`src/rtl/threadbrain_pkg.sv`:
```
// rtl/threadbrain_pkg.sv - shared instruction-word widths, opcode field and opcode constants
package threadbrain_pkg;

    localparam int INS_W   = 16;
    localparam int ADDR_W  = 16;
    localparam int OPC_MSB = 15;
    localparam int OPC_LSB = 12;

    typedef enum logic [3:0] {
        OPC_NOP  = 4'h0,
        OPC_ALU  = 4'h1,
        OPC_LD   = 4'h2,
        OPC_ST   = 4'h3,
        OPC_BR   = 4'h4,
        OPC_JMP  = 4'h5,
        OPC_FORK = 4'h6,
        OPC_JOIN = 4'h7
    } opcode_e;

    function automatic logic is_fork(input logic [INS_W-1:0] ins);
        return ins[OPC_MSB:OPC_LSB] == OPC_FORK;
    endfunction

endpackage

```
`src/rtl/rr_arbiter.sv`:
```
// rtl/rr_arbiter.sv - round-robin arbiter, one-hot grant, registered last-grant pointer
module rr_arbiter #(
    parameter int N = 4
) (
    input  logic                 clk,
    input  logic                 rst,
    input  logic [N-1:0]         req_i,
    output logic [N-1:0]         gnt_o,
    output logic [$clog2(N)-1:0] gnt_idx_o,
    output logic                 gnt_any_o
);
    localparam int IDX_W = $clog2(N);

    logic [IDX_W-1:0] last_q;
    logic [IDX_W-1:0] cand;
    logic             found;

    // Search starts one past the last winner so every requester is reached within N grants.
    always_comb begin
        gnt_o     = '0;
        gnt_idx_o = '0;
        found     = 1'b0;
        cand      = '0;
        for (int off = 1; off <= N; off++) begin
            cand = IDX_W'((int'(last_q) + off) % N);
            if (!found && req_i[cand]) begin
                found       = 1'b1;
                gnt_o[cand] = 1'b1;
                gnt_idx_o   = cand;
            end
        end
        gnt_any_o = found;
    end

    always_ff @(posedge clk or posedge rst) begin
        if (rst) begin
            last_q <= IDX_W'(N - 1);
        end else if (gnt_any_o) begin
            last_q <= gnt_idx_o;
        end
    end

endmodule

```
`src/rtl/ins_fetch_arb.sv`:
```
// rtl/ins_fetch_arb.sv - shares one instruction memory among NCORES cores, one fetch per cycle
module ins_fetch_arb
    import threadbrain_pkg::*;
#(
    parameter int NCORES  = 4,
    parameter int MEM_LAT = 1
) (
    input  logic                     clk,
    input  logic                     rst,
    input  logic [NCORES-1:0]        core_ens,
    input  logic [NCORES-1:0]        core_reqs,
    input  logic [NCORES*ADDR_W-1:0] core_pcs,
    output logic [NCORES-1:0]        core_grants,
    output logic                     imem_en,
    output logic [ADDR_W-1:0]        imem_addr,
    input  logic [INS_W-1:0]         imem_data,
    output logic [INS_W-1:0]         ins_out,
    output logic                     ins_valid,
    output logic [3:0]               ins_core,
    output logic [NCORES-1:0]        core_ins_valid,
    output logic                     fork_hit
);
    localparam int IDX_W = $clog2(NCORES);

    if (MEM_LAT != 1 || NCORES < 2 || NCORES > 16) begin : g_param_check
        $error("ins_fetch_arb: unsupported NCORES or MEM_LAT");
    end

    logic [NCORES-1:0] pending_q, pending_d, eligible, gnt, clr;
    logic [IDX_W-1:0]  gnt_idx, grant_idx_q, mem_core_q;
    logic              gnt_any, mem_v_q, deliver;
    logic [ADDR_W-1:0] pc_sel;

    logic [NCORES-1:0] core_grants_q, core_ins_valid_q;
    logic              imem_en_q, ins_valid_q, fork_hit_q;
    logic [ADDR_W-1:0] imem_addr_q;
    logic [INS_W-1:0]  ins_out_q;
    logic [3:0]        ins_core_q;

    assign eligible = core_reqs & core_ens & ~pending_q;

    rr_arbiter #(.N(NCORES)) u_arb (
        .clk       (clk),
        .rst       (rst),
        .req_i     (eligible),
        .gnt_o     (gnt),
        .gnt_idx_o (gnt_idx),
        .gnt_any_o (gnt_any)
    );

    always_comb begin
        pc_sel = '0;
        for (int i = 0; i < NCORES; i++) begin
            if (gnt[i]) pc_sel = core_pcs[i*ADDR_W +: ADDR_W];
        end
    end

    // The capture stage retires the owner's pending bit whether the fetch is delivered or dropped.
    assign clr       = mem_v_q ? (NCORES'(1) << mem_core_q) : '0;
    assign deliver   = mem_v_q & core_ens[mem_core_q];
    assign pending_d = (pending_q & ~clr) | gnt;

    always_ff @(posedge clk or posedge rst) begin
        if (rst) begin
            pending_q        <= '0;
            core_grants_q    <= '0;
            imem_en_q        <= 1'b0;
            imem_addr_q      <= '0;
            grant_idx_q      <= '0;
            mem_v_q          <= 1'b0;
            mem_core_q       <= '0;
            ins_out_q        <= '0;
            ins_valid_q      <= 1'b0;
            ins_core_q       <= '0;
            core_ins_valid_q <= '0;
            fork_hit_q       <= 1'b0;
        end else begin
            pending_q     <= pending_d;
            core_grants_q <= gnt;
            imem_en_q     <= gnt_any;
            if (gnt_any) begin
                imem_addr_q <= pc_sel;
                grant_idx_q <= gnt_idx;
            end
            mem_v_q          <= imem_en_q;
            mem_core_q       <= grant_idx_q;
            ins_valid_q      <= deliver;
            core_ins_valid_q <= deliver ? clr : '0;
            fork_hit_q       <= deliver & is_fork(imem_data);
            if (deliver) begin
                ins_out_q  <= imem_data;
                ins_core_q <= 4'(mem_core_q);
            end
        end
    end

    assign core_grants    = core_grants_q;
    assign imem_en        = imem_en_q;
    assign imem_addr      = imem_addr_q;
    assign ins_out        = ins_out_q;
    assign ins_valid      = ins_valid_q;
    assign ins_core       = ins_core_q;
    assign core_ins_valid = core_ins_valid_q;
    assign fork_hit       = fork_hit_q;

endmodule
```
`config.mk`:
```
export PLATFORM = sky130hd
export DESIGN_NAME = ins_fetch_arb
export DESIGN_NICKNAME = d
export VERILOG_FILES = /design/src/rtl/threadbrain_pkg.sv /design/src/rtl/rr_arbiter.sv /design/src/rtl/ins_fetch_arb.sv
export SDC_FILE = /design/constraint.sdc
export NUM_CORES = 1
export LEC_CHECK = 0
export BUFFER_PORTS_ARGS = -buffer_cell sky130_fd_sc_hd__buf_2
export CAP_MARGIN = 20
export CORE_AREA = 2 2 85 87
export DETAILED_ROUTE_END_ITERATION = 7
export DIE_AREA = 0 0 87 89
export GPL_TIMING_DRIVEN = 0
export PLACE_DENSITY = 0.85
export SYNTH_ARGS = -nofsm -noshare
export SYNTH_HDL_FRONTEND = slang
export SYNTH_SLANG_ARGS = --single-unit
```
`constraint.sdc`:
```
create_clock -name clk -period 4.4 [get_ports clk]
set_clock_uncertainty 0.15 [all_clocks]
set_input_delay 0.44 -clock clk [delete_from_list [all_inputs] [get_ports clk]]
set_output_delay 0.44 -clock clk [all_outputs]
set_load 0.05 [all_outputs]
```
==> results of run 1 <==
## power by group through the flow
| stage | combinational [uW] | sequential (uW) | clock (uW) |
|---|---|---|---|
| floorplan | 1470 | 1490 | 0 |
| global placement | 2570 | 892 | 0 |
| detailed placement | 2640 | 904 | 0 |
| CTS | 2640 | 895 | 311 |
| global route | 2830 | 921 | 327 |
| finish | 2630 | 893 | 305 |
## registers in the layout, summed over array words and instances, names as in the netlist
register and cells:
core_grants 4, core_ins_valid 4, fork_hit 1, grant_idx_q 2, imem_addr 16, imem_en 1
ins_core 2, ins_out 16, ins_valid 1, mem_core_q 2, mem_v_q 1, pending_q 4
u_arb.last_q 2
## worst max-delay path: cells and delay by family (launching register included)
| family | cells | cell delay [ps] |
|---|---|---|
| buffers and inverters | 5 | 1200 |
| AOI/OAI and AO/OA | 4 | 690 |
| muxes | 1 | 640 |
| DFF | 1 | 600 |
| adders and majority gates | 1 | 320 |
## layout by cell type (no fill, tap or decap), types with 5 or more instances in the layout
cell / n
buf_2: 139
nand2_1: 63
dfrtp_1: 54
a22oi_1: 19
nor2b_1: 18
clkbuf_1: 12
nor2_1: 11
o31ai_2: 10
a221oi_1: 9
a221oi_2: 8
ha_1: 8
nand3_1: 7
nand3b_1: 6
o21ai_0: 6
o31ai_1: 6
a21oi_1: 5
mux4_2: 5
clkbuf_8: 5
## layer usage
metal	wire length (um)	track usage (%)
met3	549	2.955
met4	84	5.966
met5	0	0
met1	3525	26.96
met2	4232	38.17
## area by class of cell
type / count / share of cell area, %
buffer: 24 / 3.550
timing repair buffer: 136 / 17.14
clock inverter: 3 / 0.6732
multi-input combinational: 225 / 39.63
clock buffer: 5 / 1.683
tap: 80 / 2.448
inverter: 6 / 0.5508
sequential: 56 / 34.33
## per-stage QoR
step | power (uW) | worst slack [ps] | cell area, um^2 | instances | util, %
CTS | 3845 | 702.5 | 4089 | 535 | 60.86
floorplan | 2958 | 1184 | 3192 | 311 | -
global route | 4083 | 477.1 | 4089 | 535 | 60.86
finish | 3827 | 701.8 | 4089 | 535 | 60.86
detailed placement | 3539 | 719.8 | 3983 | 526 | 59.27
global placement | 3460 | 819.0 | 3963 | 525 | 58.98
## how the worst max path moves through the flow
| stage | start | endpoint | slack (ps) | depth (start not counted) |
|---|---|---|---|---|
| 6_report | u_arb.last_q[0] | imem_addr[15] | 700 | 11 |
| 5_1_grt | u_arb.last_q[0] | imem_addr[11] | 480 | 11 |
| 4_1_cts | u_arb.last_q[0] | imem_addr[15] | 700 | 11 |
| 3_5_place_dp | u_arb.last_q[0] | imem_addr[11] | 720 | 11 |
| 3_3_place_gp | u_arb.last_q[0] | imem_addr[15] | 820 | 11 |
| 2_1_floorplan | u_arb.last_q[0] | imem_addr[0] | 1180 | 12 |
## cell families after synthesis
kind of cell | after synthesis | synth area share (%)
AO/OA/AOI/OAI | 82 | 23.63
XOR/XNOR | 1 | 0.2748
adder cells (fa/ha/maj) | 8 | 3.140
buffers and inverters | 30 | 5.258
flip-flops | 56 | 44.03
multiplexers | 5 | 3.532
other | 1 | 0.1176
AND/OR/NAND/NOR | 127 | 20.02
==> impl_metrics.csv, run 1 <==
group,metric,value,unit
worst_hold_path,min_from,"imem_data[12]",
detailed_routing,vias,2937,
yosys,synth_edf_count,0,
yosys,synth.cell_area,3188,um^2
worst_setup_path,crit_path_max_fanout,10,
clock_network,htreeDepth,2,
yosys,synth_flop_cell,"dfrtp_1",
yosys,ys_async_sr_fraction,100.0,%
cells_and_area,drive_above_1_share,41.54,%
clock_network,postCtsSetupBuffers,0,
detailed_routing,vias_per_cell,5.490,
power_and_ir_drop,net-switching-power,2034,uW
detailed_routing,ant_nets,0,
power_and_ir_drop,power.density,935.9,nW/um^2
die,die_w,87,um
sta,setup_violations,0,
worst_setup_path,r2r-start,"u_arb.last_q[0]",
worst_setup_path,crit_slowest_cell,"mux4_2",
die,core,6719,um^2
clock_network,clk_pin_slew,110,ps
global_route,grt-ovfl-total,0,
yosys,seq_area_frac_synth,44.03,%
detailed_routing,drt-pass1-iter-count,4,
cells_and_area,nFillCells,563,
yosys,yosys-top-cells-area,"dfrtp_1, nand2_1, a22oi_1",
global_route,grt_use_total,21.30,%
sta,drv_slew,0,
worst_setup_path,path_cells,"buf_2 -> inv_1 -> ha_1 -> buf_2 -> mux4_2 -> inv_1 -> a221oi_1 -> o21ai_2 -> clkbuf_1 -> a221oi_1 -> o31ai_1",
sta,rsz0062_at_grt,"false",
global_route,grt_pass1_vias,2806,
power_and_ir_drop,max-vdd-ir-drop,0.0006093,V
sta,max_freq,0.2704,GHz
cells_and_area,regArea,1404,um^2
yosys,yosysTopAreaCellShare,42.39,%
detailed_routing,first_iter_violations,156,
yosys,synthMostInstantiatedCell,"nand2_1",
die,die_area,7743,um^2
clock_network,cts_tree,"built",
yosys,yosys-top-cells-count,"nand2_1, dfrtp_1, a22oi_1",
power_and_ir_drop,p_clk_share,8.0,%
power_and_ir_drop,comb_power_share,68.7,%
clock_network,clockRootBuffer,"clkbuf_8",
detailed_routing,drt_wl_total,8.391,mm
global_route,grt_max_degree,36,
placement,place.gp.congestion,0.8421,
yosys,ys_types,51,
yosys,yosysTopAreaCell,"dfrtp_1",
sta,hold_violations,0,
power_and_ir_drop,intPower,1793,uW
power_and_ir_drop,leakagePower,0.002049,uW
placement,dp_hpwl,6.378,mm
worst_setup_path,worstSetupPathType,"flop to flop",
job,drv_cap,0,
die,rows,30,
sta,fin_crit,3698,ps
worst_setup_path,ff2ff_path_depth,11,
worst_hold_path,hp-class,"input port to flop",
worst_setup_path,max_stage_delay,640,ps
die,start_util,47.45,%
worst_setup_path,cp-start-kind,"flop",
clock_network,clock-sinks,56,
worst_setup_path,r2r_slack,700,ps
placement,port_buffers,134,
cells_and_area,diodes,0,
clock_network,clock_latency,320,ps
clock_network,cts_resized,0,
worst_setup_path,required,4490,ps
clock_network,cts_inserted_buffers,5,
detailed_routing,post_drt_wl_per_cell,15.68,um
global_route,grt_pass1_wl,13.05,mm
clock_network,cts_buffer_depth,2,
yosys,synthCells,310,
power_and_ir_drop,pwr-share-seq,23.3,%
global_route,antenna_found_initial,0,
worst_hold_path,whs_path_depth,2,
yosys,yosys_warnings,0,
power_and_ir_drop,power_switching_share,53.15,%
die,io_pins,137,
cells_and_area,multi_input_area,1620,um^2
sta,tns,0,ps
sta,whs,130.4,ps
clock_network,hold_buffers,1,
detailed_routing,drc,0,
sta,period_share,84.05,%
worst_setup_path,arrival,3790,ps
worst_hold_path,min_to,"fork_hit",
yosys,avgSynthCellArea,10.28,um^2
cells_and_area,area_delta_synth_final,28.26,%
run_status,status,"finished, final reports clean",
yosys,ys_ff_latch,56,
cells_and_area,fin_nets,552,
worst_setup_path,crit_path_end_kind,"flop",
worst_setup_path,r2r-end,"imem_addr[15]",
die,die_h,89,um
(Power assumes the default switching activity.)
==> inputs of run 2 (changes only) <==
==> constraint.sdc (replaced) <==
create_clock -name clk -period 3.7 [get_ports clk]
set_clock_uncertainty 0.15 [all_clocks]
set_input_delay 0.37 -clock clk [delete_from_list [all_inputs] [get_ports clk]]
set_output_delay 0.37 -clock clk [all_outputs]
set_load 0.05 [all_outputs]
==> run 2 against run 1 <==
Compared with the run above:
- final cell count up 1.1%
- via count up 0.44%
- highest routed layer unchanged
- first-iteration DRC count up 23%
- die area unchanged
- hold slack worse by 71 ps
- power up 21%
- sequential power up 19%
- critical path depth up 1
- maximum frequency up 4.3%
==> impl_metrics.csv, run 2 (synthesis results as in run 1) <==
group,metric,value,unit
detailed_routing,drt_wl_total,8.417,mm
power_and_ir_drop,pwr-share-seq,23.0,%
global_route,grt_pass1_wl,13.05,mm
detailed_routing,drt-pass1-iter-count,4,
sta,setup_ws,156.0,ps
worst_setup_path,worstSetupPathType,"flop to flop",
cells_and_area,regArea,1404,um^2
global_route,grt-ovfl-total,0,
placement,pre_cts_slack,19.76,ps
clock_network,clk_pin_slew,110,ps
sta,tns,0,ps
placement,place.gp.congestion,0.8421,
power_and_ir_drop,intPower,2182,uW
worst_setup_path,r2r-start,"u_arb.last_q[0]",
die,start_util,47.45,%
worst_setup_path,worstSetupStartpoint,"u_arb.last_q[0]",
sta,setup_violations,0,
detailed_routing,post_drt_wl_per_cell,15.56,um
run_status,status,"finished, final reports clean",
clock_network,clockRootBuffer,"clkbuf_8",
placement,port_buffers,134,
power_and_ir_drop,power_switching_share,52.68,%
sta,hold_violations,0,
power_and_ir_drop,max-vdd-ir-drop,0.0007328,V
detailed_routing,vias,2950,
clock_network,clock_latency,320,ps
global_route,antenna_found_initial,0,
global_route,grt_use_total,21.30,%
sta,rsz0062_at_grt,"false",
cells_and_area,fin_nets,558,
cells_and_area,layout_commonest_cell,"buf_2",
cells_and_area,diodes,0,
power_and_ir_drop,net-switching-power,2430,uW
worst_setup_path,required,3760,ps
clock_network,cts_inserted_buffers,5,
die,rows,30,
die,io_pins,137,
clock_network,cts_buffer_depth,2,
die,core,6719,um^2
worst_setup_path,cp-start-kind,"flop",
global_route,grt_pass1_vias,2806,
worst_hold_path,min_from,"imem_data[12]",
sta,period_share,95.78,%
worst_setup_path,cp_common_cell,"clkbuf_4",
detailed_routing,first_iter_violations,192,
detailed_routing,ant_nets,0,
worst_setup_path,crit_slowest_cell,"dfstp_2",
worst_setup_path,path_cells,"clkbuf_4 -> clkinvlp_4 -> ha_1 -> clkbuf_4 -> mux4_2 -> nor2_1 -> a31oi_1 -> or2_1 -> buf_2 -> buf_6 -> a221oi_2 -> o31ai_2",
cells_and_area,multi_input_area,1620,um^2
cells_and_area,nFillCells,551,
power_and_ir_drop,comb_power_share,69.1,%
worst_hold_path,hp-class,"input port to flop",
clock_network,clock-sinks,56,
sta,max_freq,0.2822,GHz
die,die_h,89,um
power_and_ir_drop,p_clk_share,7.9,%
die,die_w,87,um
worst_setup_path,crit_path_max_fanout,10,
cells_and_area,drive_above_1_share,42.73,%
detailed_routing,drc,0,
detailed_routing,vias_per_cell,5.453,
sta,drv_slew,0,
placement,dp_hpwl,6.378,mm
clock_network,cts_tree,"built",
clock_network,htreeDepth,2,
sta,fin_crit,3544,ps
sta,whs,59.69,ps
cells_and_area,mostFrequentLayoutCells,"buf_2, nand2_1, dfrtp_1",
cells_and_area,final_cell_area,4146,um^2
global_route,grt_max_degree,36,
power_and_ir_drop,leakagePower,0.002077,uW
placement,dpl_cell_area,3983,um^2
worst_setup_path,crit_path_end_kind,"flop",
die,die_area,7743,um^2
worst_setup_path,max_stage_delay,600,ps
power_and_ir_drop,power.density,1112,nW/um^2
cells_and_area,area_delta_synth_final,30.06,%
worst_setup_path,arrival,3600,ps
job,drv_cap,0,
## run 2: cell count changes in the layout (fill, tap and decap cells not counted), sizes merged
| cell | delta |
|---|---|
| clkinvlp | +1 |
| inv | -1 |
| buf | +4 |
| clkbuf | +2 |
## run 2: what timing repair did
item,in CTS,in global routing
hold buffers,1,0
endpoints found under the hold margin,20,0
buffers inserted,0,6
setup endpoints to repair,0,16
resized for setup,0,7
## run 2: path summary, 6_finish.rpt
path / to / slack [ps] / cells past startpoint
setup / recovery: imem_addr[5] / 160 / 12
hold / removal: fork_hit / 60 / 2
setup reg to reg: imem_addr[5] / 160 / 12
hold reg to reg: mem_core_q[0] / 240 / 0
max in group asynchronous: u_arb.last_q[1] / 2340 / 4
min in group asynchronous: pending_q[2] / 450 / 3
## run 2: layer usage
layer	track usage [%]	vias to the layer above	part of all wire [%]
li1	-	1424	-
met3	2.955	9	6.9
met2	38.17	136	50
met1	26.96	1381	42
met5	0	-	0
met4	5.966	0	1.0
## run 2: power groups by stage
stage / registers (uW) / logic (uW) / clock network [uW]
after floorplan: 1770 / 1750 / 0
after global placement: 1060 / 3050 / 0
after detailed placement: 1070 / 3130 / 0
after CTS: 1060 / 3140 / 369
after global routing: 1090 / 3430 / 389
final: 1060 / 3190 / 363
## run 2: cell type report
cell class | instances | share of cell area, %
inverter | 6 | 0.6337
clock inverter | 3 | 0.6638
multi-input combinational | 225 | 39.08
clock buffer | 5 | 1.660
sequential | 56 | 33.86
buffer | 24 | 3.712
timing repair buffer | 142 | 17.98
tap | 80 | 2.414
## run 2: through the flow
stage / utilization [%] / power [uW] / cells
after global routing: 61.71 / 4916 / 541
final: 61.71 / 4612 / 541
after detailed placement: 59.27 / 4208 / 526
after floorplan: - / 3517 / 311
after CTS: 60.86 / 4572 / 535
after global placement: 58.98 / 4114 / 525
## run 2: critical path: cells and delay by family, from the launching register on
kind | cells | cell delay [ps]
DFF | 1 | 600
and+or+nand+nor | 2 | 360
muxes | 1 | 600
AOI/OAI and AO/OA | 3 | 480
buffers and inverters | 5 | 930
adders and majority gates | 1 | 300
